### src/rtl/booth_iter_mult_if.sv
// Operand/result handshake bundle for booth_iter_mult.
// The master drives operands and out_ready; the slave (the multiplier) returns the product.
interface booth_iter_mult_if #(
    parameter int W = 16
);
    localparam int DW = $clog2(W / 2) + 1;

    logic              in_valid;
    logic              in_ready;
    logic [W-1:0]      a;
    logic [W-1:0]      b;
    logic              out_valid;
    logic              out_ready;
    logic [2*W-1:0]    product;
    logic [DW-1:0]     digits;
    logic              busy;

    modport master (
        output in_valid, a, b, out_ready,
        input  in_ready, out_valid, product, digits, busy
    );

    modport slave (
        input  in_valid, a, b, out_ready,
        output in_ready, out_valid, product, digits, busy
    );
endinterface

### src/rtl/booth_iter_mult.sv
// Iterative radix-4 Booth multiplier: one Booth digit of the signed operand a per RUN cycle.
// Optional macro BOOTH_EARLY_TERM_EN stops RUN once the remaining digits of a are all zero.

// Radix-4 Booth partial-product generator. pp is W+1 bits so that 2*b and -2*b of the
// most negative b stay exact; a negative digit is returned as ~|x| with cpl=1.
module booth_pp #(
    parameter int W    = 16,
    parameter bit PIPE = 1'b0
) (
    input  logic         clk,
    input  logic         rst,
    input  logic [2:0]   booth_bits,
    input  logic [W-1:0] b,
    output logic [W:0]   pp,
    output logic         cpl
);
    logic [W:0] pp_c;
    logic       cpl_c;
    logic [W:0] pp_q;
    logic       cpl_q;
    logic [W:0] b_x1;
    logic [W:0] b_x2;

    assign b_x1 = {b[W-1], b};
    assign b_x2 = {b, 1'b0};

    always_comb begin
        // NOTE: every output gets a default before the case, so no latch can be inferred.
        pp_c  = '0;
        cpl_c = 1'b0;
        case (booth_bits)
            3'b001, 3'b010: pp_c = b_x1;
            3'b011:         pp_c = b_x2;
            3'b100: begin
                pp_c  = ~b_x2;
                cpl_c = 1'b1;
            end
            3'b101, 3'b110: begin
                pp_c  = ~b_x1;
                cpl_c = 1'b1;
            end
            default: ;
        endcase
    end

    always_ff @(posedge clk or posedge rst) begin
        // NOTE: sequential state uses non-blocking assignments so all registers update together.
        if (rst) begin
            pp_q  <= '0;
            cpl_q <= 1'b0;
        end else begin
            pp_q  <= pp_c;
            cpl_q <= cpl_c;
        end
    end

    assign pp  = PIPE ? pp_q  : pp_c;
    assign cpl = PIPE ? cpl_q : cpl_c;
endmodule

module booth_iter_mult #(
    parameter int W = 16
) (
    input  logic             clk,
    input  logic             rst,
    booth_iter_mult_if.slave bus
);
    localparam int ND = W / 2;
    localparam int IW = $clog2(ND);
    localparam int DW = IW + 1;

    typedef enum logic [1:0] {
        IDLE,
        RUN,
        DONE
    } state_t;

    state_t         state;
    state_t         state_next;
    logic [W-1:0]   a_reg;
    logic [W-1:0]   b_reg;
    logic [2*W-1:0] acc;
    logic [2*W-1:0] acc_next;
    logic [IW-1:0]  idx;
    logic [2*W-1:0] product_q;
    logic [DW-1:0]  digits_q;

    logic [W:0]     a_ext;
    logic [2:0]     booth_bits;
    logic [W:0]     pp;
    logic           cpl;
    logic [2*W-1:0] term;
    logic           last_digit;

    // a[-1] is the implicit zero below the LSB.
    assign a_ext      = {a_reg, 1'b0};
    assign booth_bits = a_ext[{idx, 1'b0} +: 3];

    booth_pp #(
        .W   (W),
        .PIPE(1'b0)
    ) u_pp (
        .clk       (clk),
        .rst       (rst),
        .booth_bits(booth_bits),
        .b         (b_reg),
        .pp        (pp),
        .cpl       (cpl)
    );

    // Digit i has weight 4^i; everything wraps modulo 2^(2W).
    assign term     = {{(W-1){pp[W]}}, pp} + {{(2*W-1){1'b0}}, cpl};
    assign acc_next = acc + (term << {idx, 1'b0});

`ifdef BOOTH_EARLY_TERM_EN
    logic [W-1:0] hi_bits;

    // Remaining digits are zero once a[W-1:2i+1] is pure sign extension.
    assign hi_bits    = W'($signed(a_reg) >>> {idx, 1'b1});
    assign last_digit = (hi_bits == '0) || (&hi_bits);
`else
    assign last_digit = (idx == IW'(ND - 1));
`endif

    always_ff @(posedge clk or posedge rst) begin
        if (rst) state <= IDLE;
        else     state <= state_next;
    end

    always_comb begin
        state_next = state;
        case (state)
            IDLE:    if (bus.in_valid)  state_next = RUN;
            RUN:     if (last_digit)    state_next = DONE;
            DONE:    if (bus.out_ready) state_next = IDLE;
            default: state_next = IDLE;
        endcase
    end

    always_ff @(posedge clk or posedge rst) begin
        if (rst) begin
            a_reg     <= '0;
            b_reg     <= '0;
            acc       <= '0;
            idx       <= '0;
            product_q <= '0;
            digits_q  <= '0;
        end else begin
            case (state)
                IDLE: begin
                    if (bus.in_valid) begin
                        a_reg <= bus.a;
                        b_reg <= bus.b;
                        acc   <= '0;
                        idx   <= '0;
                    end
                end
                RUN: begin
                    acc <= acc_next;
                    idx <= idx + 1'b1;
                    if (last_digit) begin
                        product_q <= acc_next;
                        digits_q  <= DW'(idx) + 1'b1;
                    end
                end
                default: ;
            endcase
        end
    end

    assign bus.in_ready  = (state == IDLE);
    assign bus.out_valid = (state == DONE);
    assign bus.busy      = (state != IDLE);
    assign bus.product   = product_q;
    assign bus.digits    = digits_q;
endmodule

### src/flat_wrapper.sv
// flat-port wrapper written by rule: the top's interface ports become plain ports
module booth_iter_mult_flat 
#(
    parameter int W = 16
)
  (clk, rst, bus_in_valid, bus_a, bus_b, bus_out_ready, bus_in_ready, bus_out_valid, bus_product, bus_digits, bus_busy);
  booth_iter_mult_if #(.W(W)) bus_i ();
  input  logic clk;
  input  logic rst;
  input wire logic [$bits(bus_i.in_valid)-1:0] bus_in_valid;
  input wire logic [$bits(bus_i.a)-1:0] bus_a;
  input wire logic [$bits(bus_i.b)-1:0] bus_b;
  input wire logic [$bits(bus_i.out_ready)-1:0] bus_out_ready;
  output wire logic [$bits(bus_i.in_ready)-1:0] bus_in_ready;
  output wire logic [$bits(bus_i.out_valid)-1:0] bus_out_valid;
  output wire logic [$bits(bus_i.product)-1:0] bus_product;
  output wire logic [$bits(bus_i.digits)-1:0] bus_digits;
  output wire logic [$bits(bus_i.busy)-1:0] bus_busy;
  assign bus_i.in_valid = bus_in_valid;
  assign bus_i.a = bus_a;
  assign bus_i.b = bus_b;
  assign bus_i.out_ready = bus_out_ready;
  assign bus_in_ready = bus_i.in_ready;
  assign bus_out_valid = bus_i.out_valid;
  assign bus_product = bus_i.product;
  assign bus_digits = bus_i.digits;
  assign bus_busy = bus_i.busy;
  booth_iter_mult #(.W(W)) u_core (.clk(clk), .rst(rst), .bus(bus_i));
endmodule
### config.mk
export PLATFORM = sky130hd
export DESIGN_NAME = booth_iter_mult_flat
export DESIGN_NICKNAME = d
export VERILOG_FILES = /design/src/rtl/booth_iter_mult_if.sv /design/src/rtl/booth_iter_mult.sv /design/src/flat_wrapper.sv
export SDC_FILE = /design/constraint.sdc
export NUM_CORES = 1
export LEC_CHECK = 0
export CAP_MARGIN = 5
export CELL_PAD_IN_SITES_DETAIL_PLACEMENT = 1
export CELL_PAD_IN_SITES_GLOBAL_PLACEMENT = 2
export CORE_AREA = 2 2 151 153
export DETAILED_ROUTE_END_ITERATION = 16
export DIE_AREA = 0 0 153 155
export PLACE_DENSITY = 0.77
export SLEW_MARGIN = 20
export SYNTH_ARGS = -nofsm -noshare
export SYNTH_HDL_FRONTEND = slang
export SYNTH_SLANG_ARGS = --single-unit
### constraint.sdc
create_clock -name clk -period 8 [get_ports clk]
set_clock_uncertainty 0.05 [all_clocks]
set_input_delay 1.6 -clock clk [delete_from_list [all_inputs] [get_ports clk]]
set_output_delay 1.6 -clock clk [all_outputs]
set_load 0.02 [all_outputs]
Word level (Yosys, flattened, before mapping) --
Index checks and enable logic that the tools add are counted.
Storage, ports and cells: register bits after elaboration 105, output and inout port bits 39, logic and storage cells 47
Operators by class: add/subtract/negate cells 4, shift operators 2, muxes and demuxes 10, reductions and logical operators 10, bitwise logic cells 2, eq/ne operators 12
Operators with widths (count):
- one-hot mux 17 bit (4 select lines) | 1
- one-hot mux 32 bit (2 select lines) | 1
- inverter 17 bit | 2
- adder 32 bit | 1
- 2-to-1 mux 32 bit | 1
- left shift 32 x 4 -> 32 bit | 1
- adder 17 x 2 -> 18 bit | 1
- indexed part select 17 x 5 -> 3 bit | 1
- equality test 3 bit, second input constant | 4
- equality test 3 x 2 -> 1 bit, second input constant | 2
- 2-to-1 mux 2 bit | 3
- one-hot mux 2 bit (3 select lines) | 1
- one-hot mux 3 bit (2 select lines) | 1
- AND reduction 2 bit | 3
- adder 3 x 1 -> 4 bit, second input constant | 1
- != test 2 bit, second input constant | 2
- nonzero test 2 bit | 2
- OR reduction 2 bit | 2
- adder 3 x 1 -> 3 bit, second input constant | 1
- equality test 3 x 1 -> 1 bit, second input constant | 1
- 2-to-1 mux 3 bit | 1
- AND reduction 3 bit | 1
- OR reduction 3 bit | 1
- equality test 2 x 1 -> 1 bit, second input constant | 1
- 4 further kinds | 4

Depth between registers and ports, before layout --
depth after elaboration 8, gate-level depth with buffers 27, depth with buffers taken out 25

Modules after synthesis --
Synthesis repeated with hierarchy kept, for this count alone.
Second synthesis, totals: cells, all modules 914, area total of the unflattened synthesis 7704.9 um2
Modules (own cells, without submodules):
- booth_iter_mult | area an instance 7099.3 um2, cells each 845, instances 1
- booth_pp | area an instance 605.6 um2, cells each 69, instances 1

Worst setup path after synthesis --
OpenSTA, ideal clock, no wires.
kind flip-flop to flip-flop, from register u_core.idx[1], to register u_core.acc[31], stages on the path, launching flop included 28, buffers on the path 2, path slack 1755 ps, period minus slack after synthesis 6245 ps, setup time 69 ps, data required time 7881 ps, data arrival time 6126 ps, path through dfrtp_1 -> buf_6 -> mux4_2 -> nand2b_1 -> a21oi_2 -> buf_2 -> nor2b_1 -> xnor2_1 -> nor2_1 -> ha_1 -> ha_1 -> o221ai_1 -> nor3_1 -> mux2_2 -> o21ai_0 -> o21a_1 -> o21ai_0 -> ha_1 -> and3_1 -> and2_1 -> nand2_1 -> or3_1 -> nand3_1 -> a41oi_1 -> o31a_1 -> o21ba_2 -> or4_1 -> nand3_1
On the way: cells in the longest elaborated chain, start to end 8, elaborated cells on any way between the ends 16
RTL lines:
- start: declaration | line booth_iter_mult.sv:84 | logic [IW-1:0] idx;
- start signal: assignment | line booth_iter_mult.sv:160 | idx <= idx + 1'b1;
- indexed part select 17 x 5 -> 3 bit | line booth_iter_mult.sv:97 | assign booth_bits = a_ext[{idx, 1'b0} +: 3];
- equality test 3 bit, or another cell as far along | line booth_iter_mult.sv:31 | case (booth_bits)
- OR reduction 2 bit or OR reduction 3 bit (tied branches)
- one-hot mux 17 bit (4 select lines) or 2-to-1 mux 1 bit (tied branches) | line booth_iter_mult.sv:31
- adder 17 x 2 -> 18 bit | line booth_iter_mult.sv:112 | assign term = {{(W-1){pp[W]}}, pp} + {{(2*W-1){1'b0}}, cpl};
- left shift 32 x 4 -> 32 bit * | line booth_iter_mult.sv:113 | assign acc_next = acc + (term << {idx, 1'b0});
- adder 32 bit * | line booth_iter_mult.sv:113
- one-hot mux 32 bit (2 select lines) * | line booth_iter_mult.sv:149 | case (state)
- end signal: assignment | line booth_iter_mult.sv:159 | acc <= acc_next;
- end: declaration | line booth_iter_mult.sv:82 | logic [2*W-1:0] acc;
Every way passes the cells marked *; elsewhere a longest branch is shown, timed or not. A chain may end at the register's enable or synchronous reset.

Worst setup path in the final report --
from register u_core.idx[1], to register u_core.product_q[29] (netlist: u_core.bus.product[29])
On the way: cells in the longest elaborated chain, start to end 7, elaborated cells on any way between the ends 17
RTL lines:
- indexed part select 17 x 5 -> 3 bit | line booth_iter_mult.sv:97
- equality test 3 bit, or another cell as far along | line booth_iter_mult.sv:31
- OR reduction 2 bit or OR reduction 3 bit (tied branches)
- one-hot mux 17 bit (4 select lines) or 2-to-1 mux 1 bit (tied branches) | line booth_iter_mult.sv:31
- adder 17 x 2 -> 18 bit | line booth_iter_mult.sv:112
- left shift 32 x 4 -> 32 bit | line booth_iter_mult.sv:113
- adder 32 bit | line booth_iter_mult.sv:113
- end signal: assignment | line booth_iter_mult.sv:162 | product_q <= acc_next;
- end: declaration | line booth_iter_mult.sv:85 | logic [2*W-1:0] product_q;
Several ways; a longest one is shown, not always the timed one.

==> results.sh <==
export IMPL_status="finished, final reports clean"
export IMPL_critical_path_startpoint="u_core.idx[1]$_DFFE_PP0P_"
export IMPL_ff_latch_area_um2=2630
export IMPL_grt_pass1_wl_um=37100
export IMPL_grt_max_degree=74
export IMPL_fin_crit_sh=0.890
export IMPL_min_period_ns=7.12
export IMPL_ant_nets=0
export IMPL_rsz0062_at_grt="false"
export IMPL_endpoint="u_core.bus.product[29]$_DFFE_PP0P_"
export IMPL_wl_per_cell_um=17.7
export IMPL_slew_headroom=0.363
export IMPL_m1WireLength_um=11100
export IMPL_start_util=0.344
export IMPL_worst_pin_slew_ns=0.955
export IMPL_dp_hpwl_um=16200
export IMPL_r2r_end="u_core.bus.product[29]$_DFFE_PP0P_"
export IMPL_fill_cells=2614
export IMPL_critPathCaptureType="flip-flop"
export IMPL_synthCells=918
export IMPL_synth_warning_count=0
export IMPL_seq_area_frac_synth=0.344
export IMPL_grt_overflow_total=0
export IMPL_synth_area_leaders="dfrtp_1, nand2_1, ha_1"
export IMPL_holdPathStages=2
export IMPL_max_clock_freq_ghz=0.140
export IMPL_area_growth_syn_to_layout_pct=16.6
export IMPL_clockBufferDepth=2
export IMPL_port_buffers=74
export IMPL_worstPathMaxFanout=23
export IMPL_gp_congestion=0.837
export IMPL_rows=55
export IMPL_rrSetupSlack_ns=0.88
export IMPL_core_area_um2=22200
export IMPL_post_cts_setup_buffers=0
export IMPL_routed_top_layer="met4"
export IMPL_drc=0
export IMPL_synth_edff_count=0
export IMPL_final_setup_tns_ns=0
export IMPL_async_flop_share=1.00
export IMPL_synth_flop_cell="dfrtp_1"
export IMPL_route_met3_wl_um=546
export IMPL_ys_types=75
export IMPL_cts_sinks=105
export IMPL_ys_ff_latch=105
export IMPL_root_buffer="clkbuf_16"
export IMPL_worst_ep_required_time_ns=8.20
export IMPL_cts_made_buffers=9
export IMPL_clk_insertion_delay_late_ns=0.36
export IMPL_yosysTopAreaCellShare=0.344
export IMPL_htreeDepth=3
export IMPL_postCtsHoldBufs=0
export IMPL_ioPinCount=75
export IMPL_diodes=0
export IMPL_die_width_um=153
export IMPL_antenna_found_initial=0
export IMPL_die_area_um2=23700
export IMPL_synth_top_area_cell="dfrtp_1"
export IMPL_die_h_um=155
export IMPL_cts_resized=0
export IMPL_synthesis_nets=990
export IMPL_drt_iter0_markers=329
export IMPL_min_path_type="flip-flop to flip-flop"
export IMPL_synthesis_area_um2=7640
export IMPL_multi_input_area_um2=4650
export IMPL_dr_wl_met2_um=10300
export IMPL_r2r_start="u_core.idx[1]$_DFFE_PP0P_"
export IMPL_crit_arrival_ns=7.32
export IMPL_hold_viol=0
export IMPL_drive_above_1_share=0.0838
export IMPL_finalWirelength_um=22200
export IMPL_vias_per_cell=5.39
export IMPL_grt_pass1_vias=6848
export IMPL_maxCapViolCount=0
export IMPL_reg2reg_depth=23
export IMPL_drv_slew=0
export IMPL_route_vias_total=6747
export IMPL_drtPass1Iterations=5
export IMPL_setup_violations=0
export IMPL_synth_avg_cell_area_um2=8.32
export IMPL_fin_nets=1034
export IMPL_start_kind="flip-flop"
export IMPL_track_usage=0.194
export IMPL_path_class="flip-flop to flip-flop"
export IMPL_cts_tree="done"
export IMPL_clk_pin_slew_ns=0.08
## per-stage QoR
stage	setup slack [ns]	hold WS [ns]	instance area (um2)	cells	util
2_1_floorplan	1.75	0.390	7640	918	-
3_3_place_gp	1.07	0.407	8620	1236	0.388
3_5_place_dp	0.967	0.414	8620	1236	0.388
4_1_cts	0.909	0.434	8910	1252	0.401
5_1_grt	0.301	0.462	8910	1252	0.401
6_report	0.880	0.429	8910	1252	0.401
## Yosys cell counts (all sizes together) (7+ instances only)
| master | instances |
|---|---|
| a211oi | 9 |
| a21o | 19 |
| a21oi | 35 |
| and2 | 8 |
| and3 | 9 |
| buf | 23 |
| clkbuf | 37 |
| dfrtp | 105 |
| ha | 35 |
| inv | 26 |
| mux2 | 12 |
| mux2i | 20 |
| nand2 | 188 |
| nand2b | 12 |
| nand3 | 35 |
| nand4 | 7 |
| nor2 | 44 |
| nor3 | 22 |
| nor4 | 9 |
| o21ai | 86 |
| o221a | 7 |
| o221ai | 7 |
| or3 | 9 |
| xnor2 | 32 |
| xor2 | 20 |
## cells by family (layout without fill, tap and decap cells)
logic type	count (synthesis)	count (layout)	synth area share
AOI/OAI and AO/OA	235	235	0.209
xor gates and xnor gates	53	53	0.0626
adders and majority gates	36	36	0.0600
buffers and inverters	87	136	0.0473
DFF	105	105	0.344
muxes	37	37	0.0603
and+or+nand+nor	365	365	0.217
## worst max-delay path, stage by stage (launching register included)
cell	delay, ns
dfrtp_1	0.48
buf_4	0.25
nand2b_1	0.26
o221ai_1	0.41
and3_1	0.60
nor3_1	0.17
or2_2	0.32
ha_1	0.23
o221ai_1	0.30
nor2_1	0.15
a221oi_1	0.50
mux2i_1	0.21
a2bb2o_1	0.32
a21oi_1	0.16
ha_1	0.31
and3_1	0.23
and2_1	0.17
a32oi_1	0.32
nand3_1	0.19
a41oi_1	0.42
o21ai_0	0.26
a21oi_1	0.33
nor3_1	0.10
a211o_1	0.25
## per-layer routing
layer / GRT usage / up-vias
li1: - / 3345
met1: 0.272 / 3299
met2: 0.321 / 89
met3: 0.0248 / 14
met4: 0.0419 / 0
met5: 0 / -
## cells in the final DEF, fill, tap and decap left out, drive strengths merged, types with 4 or more instances in the layout
| cell type | synthesis | final |
|---|---|---|
| nor4 | 9 | 9 |
| a21oi | 35 | 35 |
| a211o | 5 | 5 |
| dfrtp | 105 | 105 |
| mux2i | 20 | 20 |
| o21ai | 86 | 86 |
| inv | 26 | 30 |
| o221a | 7 | 7 |
| and3 | 9 | 9 |
| or3 | 9 | 9 |
| nand2 | 188 | 188 |
| xor2 | 20 | 20 |
| nor3b | 6 | 6 |
| a31oi | 6 | 6 |
| nand3 | 35 | 35 |
| nor2 | 44 | 44 |
| o211ai | 5 | 5 |
| clkdlybuf4s50 | 0 | 74 |
| a22o | 4 | 4 |
| mux4 | 5 | 5 |
| a211oi | 9 | 9 |
| ha | 35 | 35 |
| mux2 | 12 | 12 |
| nor3 | 22 | 22 |
| xnor2 | 32 | 32 |
| and2 | 8 | 8 |
| a21o | 19 | 19 |
| o31ai | 5 | 5 |
| or2 | 6 | 6 |
| nor2b | 6 | 6 |
| o22ai | 4 | 4 |
| buf | 23 | 19 |
| clkbuf | 37 | 9 |
| o221ai | 7 | 7 |
| nand4 | 7 | 7 |
| o21a | 5 | 5 |
| nand2b | 12 | 12 |
| clkinv | 1 | 4 |
## final cells by class
type,count,share of cell area
clock buffer,9,0.0253
clock inverter,7,0.00688
inverter,27,0.0117
multi-input combinational,726,0.522
sequential,105,0.295
tap,285,0.0400
timing repair buffer,93,0.0991
## worst min-delay path by stage
| stage | to | slack, ns | startpoint |
|---|---|---|---|
| 6_report | u_core.a_reg[6]$_DFFE_PP0P_ | 0.43 | u_core.a_reg[6]$_DFFE_PP0P_ |
| 5_1_grt | u_core.a_reg[5]$_DFFE_PP0P_ | 0.46 | u_core.a_reg[5]$_DFFE_PP0P_ |
| 4_1_cts | u_core.a_reg[6]$_DFFE_PP0P_ | 0.43 | u_core.a_reg[6]$_DFFE_PP0P_ |
| 3_5_place_dp | u_core.a_reg[6]$_DFFE_PP0P_ | 0.41 | u_core.a_reg[6]$_DFFE_PP0P_ |
| 3_3_place_gp | u_core.a_reg[13]$_DFFE_PP0P_ | 0.41 | u_core.a_reg[13]$_DFFE_PP0P_ |
| 2_1_floorplan | u_core.a_reg[10]$_DFFE_PP0P_ | 0.39 | u_core.a_reg[10]$_DFFE_PP0P_ |
Power is left out: the tool's default activity adds up to more than one toggle a clock period on the data nets, which glitch-free logic cannot reach.
